$ cat src/rtl/pupil_search_pkg.sv
// -----------------------------------------------------------------------------
// pupil_search_pkg
// Shared definitions for the pupil template-search controller:
//   - COORD_W / SCORE_W : coordinate (13-bit) and score (32-bit) widths
//   - state_t           : search FSM state encoding
//   - is_better()       : best-candidate replacement rule (strict greater,
//                         first candidate always loads)
// -----------------------------------------------------------------------------
package pupil_search_pkg;

    localparam int COORD_W = 13;
    localparam int SCORE_W = 32;

    typedef logic [COORD_W-1:0] coord_t;
    typedef logic [SCORE_W-1:0] score_t;

    typedef enum logic [2:0] {
        ST_IDLE   = 3'd0,
        ST_LAUNCH = 3'd1,
        ST_WAIT   = 3'd2,
        ST_UPDATE = 3'd3,
        ST_DONE   = 3'd4
    } state_t;

    // Ties never replace the best, so the first maximum in raster order wins.
    function automatic logic is_better(input score_t cand, input score_t best,
                                       input logic first);
        return first || (cand > best);
    endfunction

endpackage

$ cat src/rtl/pupil_search_ctrl_if.sv
// -----------------------------------------------------------------------------
// pupil_search_ctrl_if
// Launch/complete handshake between the search controller and the scorer.
//   oStart  : one-cycle launch pulse (controller -> scorer)
//   oXstart : candidate window X origin (controller -> scorer)
//   oYstart : candidate window Y origin (controller -> scorer)
//   iDone   : scorer-finished pulse (scorer -> controller)
//   iScore  : scorer result, valid with iDone (scorer -> controller)
// Modports: master = controller side, slave = scorer side.
// -----------------------------------------------------------------------------
interface pupil_search_ctrl_if;
    import pupil_search_pkg::*;

    logic   oStart;
    coord_t oXstart;
    coord_t oYstart;
    logic   iDone;
    score_t iScore;

    modport master (output oStart, output oXstart, output oYstart,
                    input  iDone,  input  iScore);
    modport slave  (input  oStart, input  oXstart, input  oYstart,
                    output iDone,  output iScore);
endinterface

$ cat src/rtl/pupil_pos_gen.sv
// -----------------------------------------------------------------------------
// pupil_pos_gen
// Raster-order candidate origin generator.
//   iCLK, iRST : clock, synchronous active-high reset
//   i_clear    : restart at (0,0)
//   i_advance  : step to the next candidate (X first, then Y)
//   o_x, o_y   : current candidate origin (registered)
//   o_last     : current origin is the final candidate of the scan
// Coordinates never exceed IMG_W-TPL_W / IMG_H-TPL_H.
// -----------------------------------------------------------------------------
module pupil_pos_gen
    import pupil_search_pkg::*;
#(
    parameter int IMG_W = 640,
    parameter int IMG_H = 480,
    parameter int TPL_W = 64,
    parameter int TPL_H = 64,
    parameter int STEP  = 4
) (
    input  logic   iCLK,
    input  logic   iRST,
    input  logic   i_clear,
    input  logic   i_advance,
    output coord_t o_x,
    output coord_t o_y,
    output logic   o_last
);

    localparam logic [COORD_W:0] X_MAX    = (COORD_W+1)'(IMG_W - TPL_W);
    localparam logic [COORD_W:0] Y_MAX    = (COORD_W+1)'(IMG_H - TPL_H);
    localparam logic [COORD_W:0] STEP_EXT = (COORD_W+1)'(STEP);

    coord_t           r_x;
    coord_t           r_y;
    logic [COORD_W:0] w_x_sum;
    logic [COORD_W:0] w_y_sum;

    // One extra bit so the "next step would overshoot" test cannot wrap.
    assign w_x_sum = {1'b0, r_x} + STEP_EXT;
    assign w_y_sum = {1'b0, r_y} + STEP_EXT;

    // Last candidate: neither axis can take another step.
    assign o_last = (w_x_sum > X_MAX) && (w_y_sum > Y_MAX);
    assign o_x    = r_x;
    assign o_y    = r_y;

    // Origin registers: X steps until it would overshoot, then wraps and Y steps.
    always_ff @(posedge iCLK) begin
        if (iRST || i_clear) begin
            r_x <= '0;
            r_y <= '0;
        end else if (i_advance) begin
            if (w_x_sum <= X_MAX) begin
                r_x <= w_x_sum[COORD_W-1:0];
            end else begin
                r_x <= '0;
                if (w_y_sum <= Y_MAX) begin
                    r_y <= w_y_sum[COORD_W-1:0];
                end else begin
                    r_y <= '0;
                end
            end
        end else begin
            r_x <= r_x;
            r_y <= r_y;
        end
    end

endmodule

$ cat src/rtl/pupil_search_ctrl.sv
// -----------------------------------------------------------------------------
// pupil_search_ctrl
// Scans template candidate windows in raster order, launches the external
// scorer for each one and keeps the best (highest, first-wins) score.
//   iCLK, iRST        : clock, synchronous active-high reset
//   iGo               : start-search pulse (honoured only in IDLE)
//   iAbort            : cancel the search in progress (beats iDone)
//   iThreshold        : early-exit score threshold
//   bus (master)      : oStart/oXstart/oYstart out, iDone/iScore in
//   oBusy             : search in progress
//   oDone             : one-cycle search-complete pulse
//   oBestX/oBestY     : origin of the best candidate
//   oBestScore        : best score found
// Build option: define PUPIL_SEARCH_EARLY_EXIT_EN to finish the scan as soon
// as a captured score reaches iThreshold; otherwise iThreshold is ignored.
// -----------------------------------------------------------------------------
module pupil_search_ctrl
    import pupil_search_pkg::*;
#(
    parameter int IMG_W = 640,
    parameter int IMG_H = 480,
    parameter int TPL_W = 64,
    parameter int TPL_H = 64,
    parameter int STEP  = 4
) (
    input  logic                       iCLK,
    input  logic                       iRST,
    input  logic                       iGo,
    input  logic                       iAbort,
    input  score_t                     iThreshold,
    pupil_search_ctrl_if.master        bus,
    output logic                       oBusy,
    output logic                       oDone,
    output coord_t                     oBestX,
    output coord_t                     oBestY,
    output score_t                     oBestScore
);

    state_t r_state;
    state_t w_next;
    logic   r_start;
    logic   r_busy;
    logic   r_done;
    logic   r_first;
    score_t r_score;
    coord_t r_best_x;
    coord_t r_best_y;
    score_t r_best_score;

    logic   w_clear;
    logic   w_advance;
    logic   w_capture;
    logic   w_load;
    logic   w_exit;
    logic   w_last;
    coord_t w_x;
    coord_t w_y;

    pupil_pos_gen #(
        .IMG_W (IMG_W),
        .IMG_H (IMG_H),
        .TPL_W (TPL_W),
        .TPL_H (TPL_H),
        .STEP  (STEP)
    ) u_pos_gen (
        .iCLK      (iCLK),
        .iRST      (iRST),
        .i_clear   (w_clear),
        .i_advance (w_advance),
        .o_x       (w_x),
        .o_y       (w_y),
        .o_last    (w_last)
    );

`ifdef PUPIL_SEARCH_EARLY_EXIT_EN
    assign w_exit = w_last || (r_score >= iThreshold);
`else
    logic w_thr_unused;
    assign w_thr_unused = ^iThreshold;
    assign w_exit       = w_last;
`endif

    // Next-state and datapath strobes; abort pre-empts every non-IDLE state.
    always_comb begin
        w_next    = r_state;
        w_clear   = 1'b0;
        w_advance = 1'b0;
        w_capture = 1'b0;
        w_load    = 1'b0;
        case (r_state)
            ST_IDLE: begin
                if (iGo) begin
                    w_next  = ST_LAUNCH;
                    w_clear = 1'b1;
                end else begin
                    w_next  = ST_IDLE;
                end
            end
            ST_LAUNCH: begin
                if (iAbort) begin
                    w_next = ST_IDLE;
                end else begin
                    w_next = ST_WAIT;
                end
            end
            ST_WAIT: begin
                if (iAbort) begin
                    w_next = ST_IDLE;
                end else if (bus.iDone) begin
                    w_next    = ST_UPDATE;
                    w_capture = 1'b1;
                end else begin
                    w_next = ST_WAIT;
                end
            end
            ST_UPDATE: begin
                if (iAbort) begin
                    w_next = ST_IDLE;
                end else begin
                    w_load = is_better(r_score, r_best_score, r_first);
                    if (w_exit) begin
                        w_next = ST_DONE;
                    end else begin
                        w_next    = ST_LAUNCH;
                        w_advance = 1'b1;
                    end
                end
            end
            ST_DONE: begin
                w_next = ST_IDLE;
            end
            default: begin
                w_next = ST_IDLE;
            end
        endcase
    end

    // State register and registered status outputs derived from the next state.
    always_ff @(posedge iCLK) begin
        if (iRST) begin
            r_state <= ST_IDLE;
            r_start <= 1'b0;
            r_busy  <= 1'b0;
            r_done  <= 1'b0;
        end else begin
            r_state <= w_next;
            r_start <= (w_next == ST_LAUNCH);
            r_busy  <= (w_next == ST_LAUNCH) || (w_next == ST_WAIT) ||
                       (w_next == ST_UPDATE);
            r_done  <= (w_next == ST_DONE);
        end
    end

    // Scorer result capture.
    always_ff @(posedge iCLK) begin
        if (iRST) begin
            r_score <= '0;
        end else if (w_capture) begin
            r_score <= bus.iScore;
        end else begin
            r_score <= r_score;
        end
    end

    // Best-candidate tracking; r_first forces the first candidate to load.
    always_ff @(posedge iCLK) begin
        if (iRST) begin
            r_first      <= 1'b0;
            r_best_x     <= '0;
            r_best_y     <= '0;
            r_best_score <= '0;
        end else if (w_clear) begin
            r_first      <= 1'b1;
            r_best_x     <= '0;
            r_best_y     <= '0;
            r_best_score <= '0;
        end else if (w_load) begin
            r_first      <= 1'b0;
            r_best_x     <= w_x;
            r_best_y     <= w_y;
            r_best_score <= r_score;
        end else begin
            r_first      <= r_first;
            r_best_x     <= r_best_x;
            r_best_y     <= r_best_y;
            r_best_score <= r_best_score;
        end
    end

    assign bus.oStart  = r_start;
    assign bus.oXstart = w_x;
    assign bus.oYstart = w_y;
    assign oBusy       = r_busy;
    assign oDone       = r_done;
    assign oBestX      = r_best_x;
    assign oBestY      = r_best_y;
    assign oBestScore  = r_best_score;

endmodule

$ cat src/flat_wrapper.sv
// flat-port wrapper written by rule: the top's interface ports become plain ports
module pupil_search_ctrl_flat import pupil_search_pkg::*;
#(
    parameter int IMG_W = 640,
    parameter int IMG_H = 480,
    parameter int TPL_W = 64,
    parameter int TPL_H = 64,
    parameter int STEP  = 4
)
  (iCLK, iRST, iGo, iAbort, iThreshold, oBusy, oDone, oBestX, oBestY, oBestScore, bus_oStart, bus_oXstart, bus_oYstart, bus_iDone, bus_iScore);
  pupil_search_ctrl_if bus_i ();
  input  logic iCLK;
  input  logic iRST;
  input  logic iGo;
  input  logic iAbort;
  input  score_t iThreshold;
  output logic oBusy;
  output logic oDone;
  output coord_t oBestX;
  output coord_t oBestY;
  output score_t oBestScore;
  output wire logic [$bits(bus_i.oStart)-1:0] bus_oStart;
  output wire logic [$bits(bus_i.oXstart)-1:0] bus_oXstart;
  output wire logic [$bits(bus_i.oYstart)-1:0] bus_oYstart;
  input wire logic [$bits(bus_i.iDone)-1:0] bus_iDone;
  input wire logic [$bits(bus_i.iScore)-1:0] bus_iScore;
  assign bus_oStart = bus_i.oStart;
  assign bus_oXstart = bus_i.oXstart;
  assign bus_oYstart = bus_i.oYstart;
  assign bus_i.iDone = bus_iDone;
  assign bus_i.iScore = bus_iScore;
  pupil_search_ctrl #(.IMG_W(IMG_W), .IMG_H(IMG_H), .TPL_W(TPL_W), .TPL_H(TPL_H), .STEP(STEP)) u_core (.iCLK(iCLK), .iRST(iRST), .iGo(iGo), .iAbort(iAbort), .iThreshold(iThreshold), .bus(bus_i), .oBusy(oBusy), .oDone(oDone), .oBestX(oBestX), .oBestY(oBestY), .oBestScore(oBestScore));
endmodule
$ cat config.mk
export PLATFORM = sky130hd
export DESIGN_NAME = pupil_search_ctrl_flat
export DESIGN_NICKNAME = d
export VERILOG_FILES = /design/src/rtl/pupil_search_pkg.sv /design/src/rtl/pupil_search_ctrl_if.sv /design/src/rtl/pupil_pos_gen.sv /design/src/rtl/pupil_search_ctrl.sv /design/src/flat_wrapper.sv
export SDC_FILE = /design/constraint.sdc
export NUM_CORES = 1
export LEC_CHECK = 0
export ABC_AREA = 1
export CAP_MARGIN = 20
export CORE_MARGIN = 2
export CORE_UTILIZATION = 35
export CTS_CLUSTER_SIZE = 12
export DETAILED_ROUTE_END_ITERATION = 7
export PLACE_DENSITY = 0.61
export SLEW_MARGIN = 40
export SYNTH_ARGS = -nofsm -noshare
export SYNTH_HDL_FRONTEND = slang
export SYNTH_HIERARCHICAL = 1
export SYNTH_SLANG_ARGS = --single-unit
$ cat constraint.sdc
create_clock -name iCLK -period 2.6 [get_ports iCLK]
set_input_delay 0.39 -clock iCLK [delete_from_list [all_inputs] [get_ports iCLK]]
set_output_delay 0.39 -clock iCLK [all_outputs]
set_load 0.01 [all_outputs]
### After elaboration in Yosys (flattened, before gate mapping)

Index checks and enable logic that the tools add are counted.

| cells by class | value |
|---|---|
| multiply operators | 0 |
| bitwise operators | 1 |
| multiplexer cells | 21 |
| reduce and logical (&&, ||, !) cells | 9 |
| div/mod/pow operators | 0 |
| order comparisons | 5 |
| eq/ne operators | 7 |
| add/sub/neg operators | 2 |
| shifts and indexed selects | 0 |

Operators by type and width:

| operator | count |
|---|---|
| $gt A32 B32 Y1 | 1 |
| $add A13 B3 Y14 const B | 2 |
| $mux W13 | 2 |
| $gt A14 B10 Y1 const B | 1 |
| $gt A14 B9 Y1 const B | 1 |
| $le A14 B10 Y1 const B | 1 |
| $le A14 B9 Y1 const B | 1 |
| $mux W1 | 14 |
| $eq A3 B2 Y1 const B | 4 |
| $pmux W3 S4 | 1 |
| $mux W3 | 3 |
| $eq A3 B1 Y1 const B | 2 |
| $logic_or A1 B1 Y1 | 4 |
| $eq A3 B3 Y1 const B | 1 |
| $logic_not A3 Y1 | 1 |
| $mux W2 | 1 |
| $reduce_and A2 Y1 | 1 |
| $reduce_bool A2 Y1 | 1 |
| $reduce_or A2 Y1 | 1 |
| $logic_and A1 B1 Y1 | 1 |
| $not A1 Y1 | 1 |

| storage, ports and cells | value |
|---|---|
| register bits after elaboration | 123 |
| output and inout port bits | 87 |
| bits of input ports | 69 |
| memory bits (writable) | 0 |
| memories | 0 |
| logic and storage cells | 56 |
| bits in read-only memories | 0 |
| latch bits | 0 |

### Longest topological paths before layout

Gate-level depths: netlist of run 1.

| depth | value |
|---|---|
| depth in word-level cells | 9 |
| depth in mapped cells | 19 |
| mapped depth without buffers | 18 |

### Hierarchy

The synthesis of run 1 kept the hierarchy.

By module, submodules not included:

| module | seq. area each (µm²) | cells each | area each (µm²) | times used |
|---|---|---|---|---|
| pupil_search_ctrl | 1,941.9 | 664 | 4,868.4 | 1 |
| pupil_pos_gen | 440.4 | 214 | 1,376.3 | 1 |

### Least setup slack after synthesis of run 1

Ideal clock, no wire load.

| timing | value |
|---|---|
| path kind | reg-to-reg |
| start point | reg u_core.u_pos_gen.r_x[2] (netlist: u_core/u_pos_gen/o_x[2]) |
| end point | reg u_core.u_pos_gen.r_x[9] (netlist: u_core/u_pos_gen/o_x[9]) |
| data required time | 2.542 ns |
| clock period less this slack | 2.455 ns |
| path buffers | 0 |
| slack | 0.145 ns |
| stages on the path, launching flop included | 15 |
| setup time | 0.058 ns |
| arrival | 2.397 ns |
| path through | dfxtp_1 -> ha_1 -> nand2_2 -> nor2_4 -> nand2_2 -> o21ai_2 -> nand3_2 -> nor2_4 -> nand2_4 -> and2_1 -> nor2_1 -> inv_1 -> nor2_4 -> nand3_1 -> nand2_1 |

| between the ends | value |
|---|---|
| longest elaborated chain between the ends | 6 |
| elaborated cells between the ends (all ways) | 8 |
| those cells by class | add/sub: 1; order compare: 2; mux: 4; reduce/logical: 1 |

RTL lines:

| item | RTL line | text |
|---|---|---|
| start, declared | pupil_pos_gen.sv:33 | `coord_t r_x;` |
| start signal, assigned | pupil_pos_gen.sv:54 | `r_x <= w_x_sum[COORD_W-1:0];` |
| start signal, assigned | pupil_pos_gen.sv:64 | `r_x <= r_x;` |
| $add A13 B3 Y14 | pupil_pos_gen.sv:39 | `assign w_x_sum = {1'b0, r_x} + STEP_EXT;` |
| $gt A14 B10 Y1 | pupil_pos_gen.sv:43 | `assign o_last = (w_x_sum > X_MAX) && (w_y_sum > Y_MAX);` |
| $logic_and A1 B1 Y1 | pupil_pos_gen.sv:43 |  |
| via u_core.w_exit | pupil_search_ctrl.sv:54 | `logic w_exit;` |
| $mux W1 | pupil_search_ctrl.sv:121 | `if (w_exit) begin` |
| $mux W1 | pupil_search_ctrl.sv:117 | `if (iAbort) begin` |
| $mux W1 | pupil_search_ctrl.sv:90 | `case (r_state)` |
| via u_core.w_advance | pupil_search_ctrl.sv:51 | `logic w_advance;` |

The timed path passes the listed nets, and every way through them passes these cells.
A chain may end at the register's enable or synchronous reset.

### Worst setup path after layout of run 1

| timing | value |
|---|---|
| start point | reg u_core.u_pos_gen.r_x[2] (netlist: u_core/u_pos_gen/o_x[2]) |
| end point | reg u_core.u_pos_gen.r_x[2] (netlist: u_core/u_pos_gen/o_x[2]) |

The elaborated chain is that of the path after synthesis.

==> reports/results.txt, run 1 <==
Largest net degree at the start of global routing -> 118
Area delta synth->final -> 33.14%
Adder-Cell Fraction of Synth Area -> 0.07213
Status -> finished clean
# DRC -> 0
WL final -> 15740 um
Final Wtd Congestion -> 0.8604
Max Cap Viol -> 0
Critical path launch point type -> flip-flop
Worst skew pair latency -> 0.42 ns
Final Hold Vio Count -> 0
Wire length per cell -> 12.78 um
DRT Pass-1 Iters -> 5
Fmax -> 426.1 MHz
Vias in the first global route -> 5230
Io pins -> 156
CTS root buffer -> clkbuf_16
Core Area -> 17360 um^2
HP Class -> reg2reg
Finished Cell Area -> 8314 um^2
Share of layout cells above drive strength 1 -> 0.1193
Setup crit end kind -> flip-flop
Post-Synth Simple-Gate Area -> 0.2681
CTS tree -> done
Tcrit/Tclk final -> 0.9026
GR Overflow Total -> 0
Antenna viol nets, final -> 0
Final worst slack -> 0.2531 ns
Num CTS Buffers -> 17
Cts hold-fix bufs -> 0
Number of clock sinks -> 119
Endpoints failing setup -> 0
Min cycle time layout -> 2.347 ns
Post-synthesis mux area share -> 0
Post-Route Skew -> 0.009307 ns
Diodes inserted -> 0
Worst Hold End -> u_core/r_first
CP required -> 2.90 ns
Library cells used by synthesis -> 35
Crit Path Class -> reg2reg
Tightest Pin Transition -> 0.6520 ns
Chip height -> 137.6 um
Post-place instance area -> 7691 um^2
Leak Pwr -> 3.205 nW
Worst Path Max Fanout -> 13
Post-Synth XOR/XNOR Area -> 0.004208
Critical Path AT -> 2.64 ns
Highest cell delay on the worst timing path -> 0.34 ns
Post-Syn Area per Cell -> 7.112 um^2
Drt initial violations -> 257
Resize count post-CTS -> 0
RSZ-0062 raised after global routing -> no
VDD IR max -> 443.3 uV
Initial antenna violation count -> 0
DP HPWL -> 10700 um
Clk pin slew, worst setup/hold paths -> 0.05 ns
Global-route wire length before repair -> 25440 um
H-tree levels -> 4
Ys Warns -> 6
Die X -> 137.6 um
Net count, final -> 1099
Hold WS -> 0.4608 ns
Synth Area in Compound Gates -> 0.1485
Critical Path Most Common Cell -> nand2_1
Die area -> 18930 um^2
Setup TNS -> 0 ns
R2r setup slk -> 0.25 ns
#FFs+latches synth -> 119
Mapped cell area -> 6245 um^2
Tot Pwr -> 4.934 mW
Hold Crit Start -> u_core/r_first
Number of cells on the worst hold path -> 2
CP max stage cell -> dfxtp_1
# rows -> 48
Largest family of logic cells by synthesized area -> simple AND/OR/NAND/NOR gates
Worst slew margin -> 0.5653
Worst reg2reg startpoint -> u_core/u_pos_gen/o_x[2]
Post-CTS setup buffer count -> 0
Vias per cell -> 4.595
Gate Count Post-Synth -> 878
Initial cell density of the core -> 0.3598
Dpl ws -> 0.2715 ns
Port-buffer cells -> 119
Tot GR Track Use -> 0.1708
Total vias in the final route -> 5656
Worst r2r path cells -> 16
Worst reg2reg path endpoint -> u_core/u_pos_gen/o_x[2]
Register area share after synthesis -> 0.3815
Slew Viols, Final -> 0
Pwr per Cell Area -> 593.4 nW/um^2
Longest Clk Path Bufs -> 2
Worst path cell trace -> ha_1 -> nand2_2 -> nor2_4 -> nand2_2 -> nand2_1 -> nand2_1 -> inv_2 -> nand3_2 -> nor2_4 -> nand2_4 -> and2_1 -> nor2_1 -> buf_4 -> nand2_4 -> nand2_1 -> a21oi_1
[power breakdown]
part / total (mW) / internal [mW] / switching (mW)
Combinational: 0.579 / 0.202 / 0.377
Sequential: 1.85 / 1.84 / 0.00839
Clock: 2.51 / 1.67 / 0.836
Total: 4.93 / 3.71 / 1.22
[worst max-delay path, delay by kind of cell, from the launching register on]
family | cells | cell delay, ns
AND/OR/NAND/NOR | 12 | 1.41
flip-flops | 1 | 0.34
buffers and inverters | 2 | 0.24
adder cells (fa/ha/maj) | 1 | 0.19
AO/OA/AOI/OAI | 1 | 0.06
[metal layers]
layer	vias up	GRT usage	share of wire
li1	3005	-	-
met1	2523	0.2284	0.48
met2	113	0.2678	0.45
met3	15	0.04415	0.056
met4	0	0.05670	0.012
met5	-	0	0
[placed cells by master, fill, tap and decap left out, types with 4 or more instances in the layout]
master / synthesis / layout
clkdlybuf4s50_1: 0 / 119
clkbuf_16: 0 / 17
bufinv_16: 0 / 4
nand3_1: 77 / 77
a21oi_2: 40 / 40
buf_12: 1 / 5
conb_1: 1 / 4
nand2_1: 155 / 155
inv_2: 3 / 4
nand4_1: 7 / 7
dfxtp_1: 119 / 119
o21ai_0: 38 / 38
a21oi_1: 69 / 69
nor2_2: 5 / 4
buf_4: 4 / 17
inv_1: 131 / 130
ha_1: 36 / 36
nor2_4: 4 / 6
nand2_2: 9 / 9
nor2_1: 117 / 116
[flip-flops by register name, indices dropped and copies added (netlist names)]
register / cells
u_core/r_first: 1
u_core/r_state: 3
u_core/oBestX: 13
u_core/oBestY: 13
u_core/oDone: 1
u_core/oBusy: 1
u_core/r_score: 32
u_core/oBestScore: 32
u_core/bus.oStart: 1
u_core/u_pos_gen/o_y: 11
u_core/u_pos_gen/o_x: 11
[cells by family after synthesis]
kind of cell	Yosys count
AND/OR/NAND/NOR	385
buffers and inverters	181
AO/OA/AOI/OAI	153
flip-flops	119
adder cells (fa/ha/maj)	36
XOR/XNOR	3
other	1
[layout make-up]
class	instances	area (um^2)
Inverter	134	503.0
Multi-Input combinational cell	581	3105
Timing Repair Buffer	141	1419
Tap cell	225	281.5
Sequential cell	119	2382
Clock inverter	8	145.1
Clock buffer	23	478.0
Fill cell	1798	9042
[cells in the mapped netlist (all sizes together)]
| cell type | number | area [um^2] |
|---|---|---|
| nand4 | 7 | 43.79 |
| nand3 | 79 | 405.4 |
| and2 | 1 | 6.260 |
| o21a | 1 | 7.510 |
| a21o | 1 | 7.510 |
| clkbuf | 21 | 78.83 |
| nor4 | 1 | 6.260 |
| a21oi | 109 | 695.7 |
| xor2 | 2 | 17.52 |
| buf | 26 | 199.0 |
| nor2 | 126 | 515.5 |
| nor3 | 4 | 25.02 |
| o21bai | 1 | 7.510 |
| xnor2 | 1 | 8.760 |
| inv | 134 | 503.0 |
| nand2 | 167 | 671.9 |
| conb | 1 | 3.750 |
| ha | 36 | 450.4 |
| dfxtp | 119 | 2382 |
| o21ai | 41 | 209.0 |
[worst max-delay path by stage]
stage | from | endpoint | slack [ns] | cells past startpoint
3_3_place_gp | u_core/u_pos_gen/o_x[5] | u_core/u_pos_gen/o_x[2] | 0.30 | 13
4_1_cts | u_core/u_pos_gen/o_x[2] | u_core/u_pos_gen/o_x[2] | 0.25 | 16
5_1_grt | u_core/u_pos_gen/o_x[5] | u_core/u_pos_gen/o_x[7] | 0.01 | 14
6_report | u_core/u_pos_gen/o_x[2] | u_core/u_pos_gen/o_x[2] | 0.25 | 16
2_1_floorplan | u_core/u_pos_gen/o_x[2] | u_core/u_pos_gen/o_x[9] | 0.15 | 14
3_5_place_dp | u_core/oBestScore[31] | u_core/oBestX[12] | 0.27 | 14
[per-stage QoR]
step                utilization  cells
CTS                      0.4790   1231
detailed placement       0.4431   1200
floorplan                     -    881
global placement         0.4431   1200
global route             0.4790   1231
finish                   0.4790   1231
Note: power is estimated with default switching activity, not from simulation.
==> run 2: changes to the inputs <==
--- a/config.mk
+++ b/config.mk
@@ -11,9 +11,8 @@
 export CORE_UTILIZATION = 35
 export CTS_CLUSTER_SIZE = 12
 export DETAILED_ROUTE_END_ITERATION = 7
-export PLACE_DENSITY = 0.61
+export PLACE_DENSITY = 0.62
 export SLEW_MARGIN = 40
 export SYNTH_ARGS = -nofsm -noshare
 export SYNTH_HDL_FRONTEND = slang
-export SYNTH_HIERARCHICAL = 1
 export SYNTH_SLANG_ARGS = --single-unit
==> reports/results.txt, run 2 <==
Status -> finished clean
#FFs+latches synth -> 115 (-3.4%)
Endpoints failing setup -> 0 (unchanged)
Layout fillers -> 1664 (-7.5%)
Post-Synth XOR/XNOR Area -> 0.01496 (+0.01075)
Min cycle time layout -> 2.234 ns (-0.1126 ns)
# rows -> 46 (-4.2%)
Io pins -> 156 (unchanged)
Critical Path AT -> 2.54 ns (-0.10 ns)
# DRC -> 0 (unchanged)
Worst skew pair latency -> 0.41 ns (about the same)
Largest net degree at the start of global routing -> 67 (-43%)
Leak Pwr -> 3.030 nW (-5.4%)
Top post-synthesis cells by area -> dfxtp_1, a21oi_1, nand2_1
Library cells used by synthesis -> 34 (-2.9%)
Vias in the first global route -> 5096 (-2.6%)
Reg power frac -> 0.366 (-0.009)
Port-buffer cells -> 115 (-3.4%)
Layout Cells excl Fill -> 1156 (-6.1%)
Mapped cell area -> 5772 um^2 (-7.6%)
Number of clock sinks -> 115 (-3.4%)
Top FF cell, synth -> dfxtp_1
Worst reg2reg path endpoint -> u_core.bus.oStart
Int Power -> 3.706 mW (-0.18%)
Die area -> 17530 um^2 (-7.4%)
Worst slew margin -> 0.4574 (-0.1080)
Fmax -> 447.6 MHz (+5.0%)
Vias per cell -> 4.659 (+1.4%)
Clock group share of total power -> 0.535 (+0.027)
R2r setup slk -> 0.37 ns (+0.11 ns)
Worst r2r path cells -> 13 (-3)
Top cells by count, synth -> nand2_1, inv_1, dfxtp_1
GR Overflow Total -> 0 (unchanged)
Placed Cells -> 1124 (-6.3%)
Most frequent cell after synthesis -> nand2_1
Post-CTS setup buffer count -> 0 (unchanged)
Worst Path Max Fanout -> 10 (-3)
Hold Crit Start -> u_core.r_score[16]
Post-synth ARST share -> 0 (unchanged)
Core Area -> 16000 um^2 (-7.8%)
Net Sw Power -> 1.176 mW (-3.7%)
Post-place instance area -> 7174 um^2 (-6.7%)
Tot Pwr -> 4.882 mW (-1.1%)
Post-synth top area cell -> dfxtp_1
Max Cap Viol -> 0 (unchanged)
Slew Viols, Final -> 0 (unchanged)
Register area share after synthesis -> 0.3989 (+0.01739)
Setup TNS -> 0 ns (unchanged)
Diodes inserted -> 0 (unchanged)
Initial antenna violation count -> 0 (unchanged)
Longest Clk Path Bufs -> 2 (unchanged)
Share of layout cells above drive strength 1 -> 0.06702 (-0.05226)
Post-Route Skew -> 0.007441 ns (-0.001866 ns)
Top-area cell type share of the netlist area -> 0.3989 (+0.01739)
Chip height -> 132.4 um (-3.8%)
Worst reg2reg startpoint -> u_core.u_pos_gen.o_x[3]
Most common cell after layout, fill and taps aside -> nand2_1
Post-Synth Simple-Gate Area -> 0.2569 (-0.01120)
DRT Pass-1 Iters -> 4 (-1)
Finished Cell Area -> 7831 um^2 (-5.8%)
Wire length per cell -> 12.73 um (-0.39%)
Sw frac -> 0.2409 (-0.006637)
Area delta synth->final -> 35.68%
Adder-Cell Fraction of Synth Area -> 0.07804 (+0.005910)
Combinational fraction of design power -> 0.100 (-0.017)
Final core occ -> 0.4894 (+0.01042)
Tot GR Track Use -> 0.1722 (+0.001406)
Final Wtd Congestion -> 0.7857 (-8.7%)
Hold WS -> 0.4714 ns (+0.01068 ns)
RSZ-0062 raised after global routing -> no
Dpl ws -> 0.1721 ns (-0.09938 ns)
EDFF count, synth -> 0 (unchanged)
Antenna viol nets, final -> 0 (unchanged)
Resize count post-CTS -> 0 (unchanged)
Most frequent cells in the layout -> nand2_1, inv_1, clkdlybuf4s50_1, dfxtp_1, a21oi_1
Post-synthesis mux area share -> 0 (unchanged)
Post-Syn Area per Cell -> 6.996 um^2 (-1.6%)
Total vias in the final route -> 5386 (-4.8%)
Largest family of logic cells by synthesized area -> simple AND/OR/NAND/NOR gates
Final Hold Vio Count -> 0 (unchanged)
Crit Path Class -> reg2reg
Critical path launch point type -> flip-flop
DP HPWL -> 9755 um (-8.8%)
Ys Warns -> 0 (-6)
Die X -> 132.4 um (-3.8%)
H-tree levels -> 4 (unchanged)
Setup crit end kind -> flip-flop
Tightest Pin Transition -> 0.8120 ns (+0.1600 ns)
Initial cell density of the core -> 0.3607 (+0.0009393)
Final worst slack -> 0.3657 ns (+0.1126 ns)
Clk pin slew, worst setup/hold paths -> 0.06 ns (about the same)
Number of cells on the worst hold path -> 2 (unchanged)
CTS tree -> done
Num CTS Buffers -> 17 (unchanged)
Pwr per Cell Area -> 623.4 nW/um^2 (+5.1%)
Global-route wire length before repair -> 24450 um (-3.9%)
Tcrit/Tclk final -> 0.8593 (-0.04331)
Gate Count Post-Synth -> 825 (-6.0%)
CP required -> 2.90 ns (about the same)
HP Class -> reg2reg
WL final -> 14720 um (-6.5%)
Net count, final -> 1032 (-6.1%)
CTS root buffer -> clkbuf_16
Drt initial violations -> 245 (-4.7%)
VDD IR max -> 466.5 uV (+5.2%)
Synth Area in Compound Gates -> 0.1314 (-0.01710)
Cts hold-fix bufs -> 0 (unchanged)
Worst Hold End -> u_core.r_score[16]
## run 2: cell count changes after synthesis, sizes merged, moves of 2 or more
cell / change
nand3: -3
a21oi: -3
nor2: -25
nand2: -20
inv: -14
xor2: +5
dfxtp: -4
clkbuf: +4
nand4: +4
nor3: +2
## run 2: cells by family (layout without fill, tap and decap cells)
kind of cell    Yosys count  count (layout)
compound gates          150             150
xor+xnor                  9               9
fa+ha+maj                36              36
buf+inv                 172             280
flops                   115             115
other cells               1               8
simple gates            342             342
## run 2: final cells by class
class,instances,area [um^2],area share
clock buffer,24,511.7,0.06535
sequential,115,2302,0.2940
inverter,121,454.2,0.05800
clock inverter,8,145.1,0.01853
timing repair buffer,127,1316,0.1681
tap,216,270.3,0.03451
multi-input combinational,545,2831,0.3616
## run 2: layer usage
| layer | vias to the layer above | global-route usage | wire (um) |
|---|---|---|---|
| met3 | 12 | 0.06092 | 931 |
| met4 | 0 | 0.04540 | 142 |
| li1 | 2820 | - | - |
| met5 | - | 0 | 0 |
| met1 | 2439 | 0.2164 | 6884 |
| met2 | 115 | 0.2812 | 6762 |
## run 2: power groups by stage
| stage | combinational, mW | sequential (mW) | clock, mW |
|---|---|---|---|
| after floorplan | 0.304 | 1.82 | 0 |
| after global placement | 0.493 | 1.82 | 0 |
| after detailed placement | 0.491 | 1.82 | 0 |
| after CTS | 0.494 | 1.78 | 2.65 |
| after global routing | 0.541 | 1.79 | 2.73 |
| final | 0.487 | 1.78 | 2.61 |
## run 2: how the worst max path moves through the flow
stage / cells after the start / to / start
final: 13 / u_core.bus.oStart / u_core.u_pos_gen.o_x[3]
after CTS: 13 / u_core.bus.oStart / u_core.u_pos_gen.o_x[3]
after floorplan: 15 / u_core.oBestScore[28] / u_core.oBestScore[7]
after global placement: 6 / u_core.u_pos_gen.o_x[10] / iGo
after detailed placement: 6 / u_core.u_pos_gen.o_x[11] / iGo
after global routing: 14 / u_core.oBestX[5] / u_core.oBestScore[23]
## run 2: critical path: stages, from the launching register on
cell	delay [ns]
dfxtp_1	0.45
ha_1	0.24
nand2_1	0.12
nor2_1	0.14
xor2_1	0.20
o21ai_1	0.09
nand3_1	0.08
nand2_2	0.07
nand2_2	0.19
nand2_2	0.12
nand2_4	0.15
inv_2	0.08
nor2_1	0.13
nor2_1	0.06
